## config.mk

```make
export PLATFORM = sky130hd
export DESIGN_NAME = bs_rnd_sat_2_2
export DESIGN_NICKNAME = d
export VERILOG_FILES = /design/src/rtl/bs_rnd_sat_2_2.sv
export SDC_FILE = /design/constraint.sdc
export NUM_CORES = 1
export LEC_CHECK = 0
export BUFFER_PORTS_ARGS = -buffer_cell sky130_fd_sc_hd__buf_2
export CORE_MARGIN = 1
export CORE_UTILIZATION = 40
export CTS_CLUSTER_DIAMETER = 50
export CTS_CLUSTER_SIZE = 16
export DETAILED_ROUTE_END_ITERATION = 8
export HOLD_SLACK_MARGIN = 0.08
export PLACE_DENSITY_LB_ADDON = 0.08
export SETUP_SLACK_MARGIN = 0.3
export SYNTH_ARGS = -nofsm -noshare
export SYNTH_HDL_FRONTEND = slang
export SYNTH_SLANG_ARGS = --single-unit
```

## constraint.sdc

```tcl
create_clock -name clk -period 2.2 [get_ports clk]
set_input_delay 0.22 -clock clk [delete_from_list [all_inputs] [get_ports clk]]
set_output_delay 0.22 -clock clk [all_outputs]
set_load 0.05 [all_outputs]
```

## src/rtl/bs_rnd_sat_2_2.sv

```systemverilog
// Round-and-saturate back end: S1 decodes the packed word and adds the round bit,
// S2 clamps by priority and registers the output sample; counts clamped deliveries.
module bs_rnd_sat_2_2 #(
  parameter int unsigned T_0_DAT_WIDTH = 20,
  parameter int unsigned I_0_DAT_WIDTH = 16,
  parameter int unsigned CNT_WIDTH     = 16
) (
  input  logic                     clk,
  input  logic                     reset,
  input  logic [T_0_DAT_WIDTH-1:0] t_0_dat,
  input  logic                     t_0_valid,
  output logic                     t_0_ready,
  output logic [I_0_DAT_WIDTH-1:0] i_0_dat,
  output logic                     i_0_sat,
  output logic                     i_0_valid,
  input  logic                     i_0_ready,
  input  logic                     cnt_clr,
  output logic [CNT_WIDTH-1:0]     sat_cnt
);

  localparam int unsigned DW = I_0_DAT_WIDTH;
  localparam logic [DW-1:0] POS_MAX = {1'b0, {(DW-1){1'b1}}};
  localparam logic [DW-1:0] NEG_MIN = {1'b1, {(DW-1){1'b0}}};

  // Field positions in the packed input word.
  localparam int unsigned NEG_BIT  = T_0_DAT_WIDTH - 1;
  localparam int unsigned PRE_BIT  = T_0_DAT_WIDTH - 2;
  localparam int unsigned RND_BIT  = T_0_DAT_WIDTH - 3;
  localparam int unsigned SIGN_BIT = T_0_DAT_WIDTH - 4;

  logic          s1_valid;
  logic          s1_neg;
  logic          s1_pre;
  logic          s1_sign;
  logic          s1_ovf;
  logic [DW-1:0] s1_val;

  logic          in_neg;
  logic          in_pre;
  logic          in_rnd;
  logic          in_sign;
  logic [DW-1:0] in_data;
  logic [DW-1:0] rnd_val;
  logic          rnd_ovf;

  logic          advance;
  logic [DW-1:0] sel_dat;
  logic          sel_sat;
  logic          sat_hs;

  // S2 moves whenever its slot is empty or being drained; S1 can fill if it empties too.
  assign advance   = ~i_0_valid | i_0_ready;
  assign t_0_ready = ~s1_valid | ~i_0_valid | i_0_ready;
  assign sat_hs    = i_0_valid & i_0_ready & i_0_sat;

  // Decode and round add. Only the low DW bits of the sign-extended sum are kept;
  // the -1 + 1 wrap naturally lands on zero and the +max + 1 case is flagged.
  always_comb begin
    in_neg  = t_0_dat[NEG_BIT];
    in_pre  = t_0_dat[PRE_BIT];
    in_rnd  = t_0_dat[RND_BIT];
    in_sign = t_0_dat[SIGN_BIT];
    in_data = t_0_dat[DW-1:0];
    rnd_val = in_data + DW'(in_rnd);
    rnd_ovf = ~in_sign & (in_data == POS_MAX) & in_rnd;
  end

  // Clamp selection by strict priority.
  always_comb begin
    sel_dat = s1_val;
    sel_sat = 1'b0;
    if (s1_neg) begin
      sel_dat = '0;
      sel_sat = 1'b1;
    end else if (s1_pre && !s1_sign) begin
      sel_dat = POS_MAX;
      sel_sat = 1'b1;
    end else if (s1_pre && s1_sign) begin
      sel_dat = NEG_MIN;
      sel_sat = 1'b1;
    end else if (s1_ovf) begin
      sel_dat = POS_MAX;
      sel_sat = 1'b1;
    end
  end

  always_ff @(posedge clk) begin
    if (reset) begin
      s1_valid  <= 1'b0;
      i_0_valid <= 1'b0;
      i_0_sat   <= 1'b0;
      i_0_dat   <= '0;
      sat_cnt   <= '0;
    end else begin
      if (t_0_ready) begin
        s1_valid <= t_0_valid;
        if (t_0_valid) begin
          s1_neg  <= in_neg;
          s1_pre  <= in_pre;
          s1_sign <= in_sign;
          s1_ovf  <= rnd_ovf;
          s1_val  <= rnd_val;
        end
      end
      if (advance) begin
        i_0_valid <= s1_valid;
        if (s1_valid) begin
          i_0_dat <= sel_dat;
          i_0_sat <= sel_sat;
        end
      end
      // Clear wins over a coincident increment; the count sticks at all-ones.
      if (cnt_clr) begin
        sat_cnt <= '0;
      end else if (sat_hs && (sat_cnt != '1)) begin
        sat_cnt <= sat_cnt + CNT_WIDTH'(1);
      end
    end
  end

endmodule
```

==> run metrics <==
Core ar. 5680 sq um; Leakage 1.09 nW; PortBufs 59; gr ovfl total 0; Worst setup SP type register; Final #Nets 340; Fmax 0.542 GHz; CTS tree yes; total power around 0.0018 W; worst-margin pin slew 0.457 ns; initial antenna violation count 0; Adder-Cell Fraction of Synth Area 1.55%; Final HPWL DP 3830 um; CP Capture Type register; RSZ-0062 raised after global routing yes; post-synthesis sequential area ratio approximately 54%; chip width ~80 um; clock-pin transition on the worst setup and hold timing paths around 0.09 ns; WP data arrival 2.07 ns; antenna viol nets, final 0; io pins 60; area grow syn2layout 22.1%; Syn Inst Count 249; top post-synthesis cells by area dfxtp_1 29%, edfxtp_1 25%, a21oi_1 6.4%; clock sinks 55; fin area 2950 sq um; fin. max-slew vios 0; mux share of post-synthesis cell area 0.414%; vias a little over 2,000; WL/cell 13.5 um; Die Y between 70 and 80 um; status finished, final reports clean; Initial Util 42.6%; synth cell count leaders 35 x dfxtp_1, 31 x a21oi_1, 30 x nand2_1; Netlist cell types 34; CP Data Required Time 2.43 ns; Synth Warn # 0; # placed instances between 300 and 400; clk_lat worst skew approximately 0.30 ns; complex-gate fraction of the synthesized area about 15%; Via density 5.35; clk buf depth 2; Final min period 1.84 ns; H-tree Lvls 2; first-pass GRT wire length between 8000 and 9000 um; filler cell count 562; DRT Wirelength around 5200 um; CTS Root Cell clkbuf_8; Max-slew headroom between 60 and 70%; Yosys top cell area share roughly 29%; post-synthesis xor/xnor area fraction 5.43%; pin count of the biggest net entering global routing 23; max_cap viols 0; share of layout cells above drive strength 1 30.4%; Mapped Avg Cell Area between 9 and 10 sq um; post-synthesis cell area 2420 sq um; Mapped Nets 277; skew final 0.0119 ns; vias in the first global route 1,781; # hold bufs at CTS 0; ANT cells 0; Setup CP Type register to register; placed inst area 2840 sq um; most frequent cell after synthesis dfxtp_1; cts bufs inserted 5; Max VDD drop ~360 uV; main combinational cell family by area after synthesis simple AND/OR/NAND/NOR gates; Die Area 6360 sq um; utilization after layout between 50% and 60%; crit-path max FO 7; Setup TNS 0 ns; final setup violation count 0; Hold WC Path Type primary input to register; Async S/R FF share, synth 0%; Post-synth EDFFs 20; #FFs+latches synth 55; Final Hold Vio Count 0; Cell Rows 27; Final Cycle Share a little over four fifths; Finished Layout Cells 385; DRC errors left 0; GRT Overall Usage 17.0%; PD cells 608 nW/um^2; Placer Congestion 0.822; Synth Area in Simple Gates 21.3%; Synth area leader dfxtp_1; most frequently used flop master after synthesis dfxtp_1; Starting DRT DRC Count 61; DRT Pass-1 Iters 4
-- layer usage --
| layer | part of all wire, % | global-route usage (%) | vias to the layer above |
|---|---|---|---|
| met2 | 45 | 26.1 | 42 |
| li1 | - | - | 1057 |
| met1 | 51 | 24.2 | 956 |
| met5 | 0 | 0 | - |
| met4 | 0.69 | 4.29 | 0 |
| met3 | 3.9 | 3.77 | 4 |
-- critical path: stages (launching register included) --
cell	delay [ns]
dfxtp_4	0.39
ha_4	0.15
nand4_1	0.15
or3_4	0.45
buf_4	0.15
or3_1	0.33
a21oi_1	0.15
-- cell families (layout without fill, tap and decap cells) --
group | after synthesis | count (layout)
simple gates | 96 | 96
compound gates | 65 | 65
flops | 55 | 55
xor+xnor | 15 | 15
buf+inv | 14 | 78
fa+ha+maj | 3 | 3
mux | 1 | 1
-- placed cells by master (no fill, tap or decap), drive strengths merged, types with 2 or more instances in the layout --
cell type   n
o31ai       7
nand4      11
o21ai      22
inv         3
a21oi      31
xor2        6
or3         8
or4         7
nor2       10
ha          3
nor3        3
edfxtp     20
and4        5
nand2      30
dfxtp      35
xnor2       9
nor4        2
nand3      11
and3        3
or2         2
clkbuf      7
buf        67
-- per-stage QoR --
stage	worst slack [ns]	hold WS (ns)
6_report	0.356	0.0979
5_1_grt	0.287	0.0879
4_1_cts	0.336	0.0894
3_5_place_dp	0.364	0.412
3_3_place_gp	0.396	0.415
2_1_floorplan	0.291	0.319
-- final timing paths --
kind	from	slack, ns	end	depth (start not counted)
worst min register to register	i_0_dat[8]$_SDFFE_PP0P_	0.45	i_0_dat[8]$_SDFFE_PP0P_	2
worst max register to register	sat_cnt[1]$_SDFFE_PP0P_	0.36	sat_cnt[12]$_SDFFE_PP0P_	6
worst min-delay path	t_0_dat[18]	0.1	s1_pre$_DFFE_PP_	1
worst max-delay path	sat_cnt[1]$_SDFFE_PP0P_	0.36	sat_cnt[12]$_SDFFE_PP0P_	6
-- layout make-up --
cell class                      count  area, sq um  area share, %
Clock buffer                        7         76.3           2.58
Tap cell                           72         90.1           3.05
Timing Repair Buffer               67          355           12.0
Clock inverter                      1         5.00          0.169
Sequential cell                    55         1320           44.7
Multi-Input combinational cell    180         1100           37.1
Inverter                            3         11.3          0.381
-- power by group --
part           switching [W]  internal [W]
clock               0.000305      0.000224
sequential         0.0000139       0.00108
combinational       0.000117     0.0000531
-- state kept, by name, summed over array words and instances (netlist names) --
| signal | flops |
|---|---|
| i_0_dat | 16 |
| s1_val | 16 |
| sat_cnt | 16 |
| i_0_sat | 1 |
| i_0_valid | 1 |
| s1_neg | 1 |
| s1_ovf | 1 |
| s1_pre | 1 |
| s1_sign | 1 |
| s1_valid | 1 |
-- repair_timing --
item / CTS / global route
setup endpoints to repair: 0 / 6
buffers inserted: 0 / 3
resized for setup: 0 / 3
No activity file was read; power rests on OpenSTA's default activity.
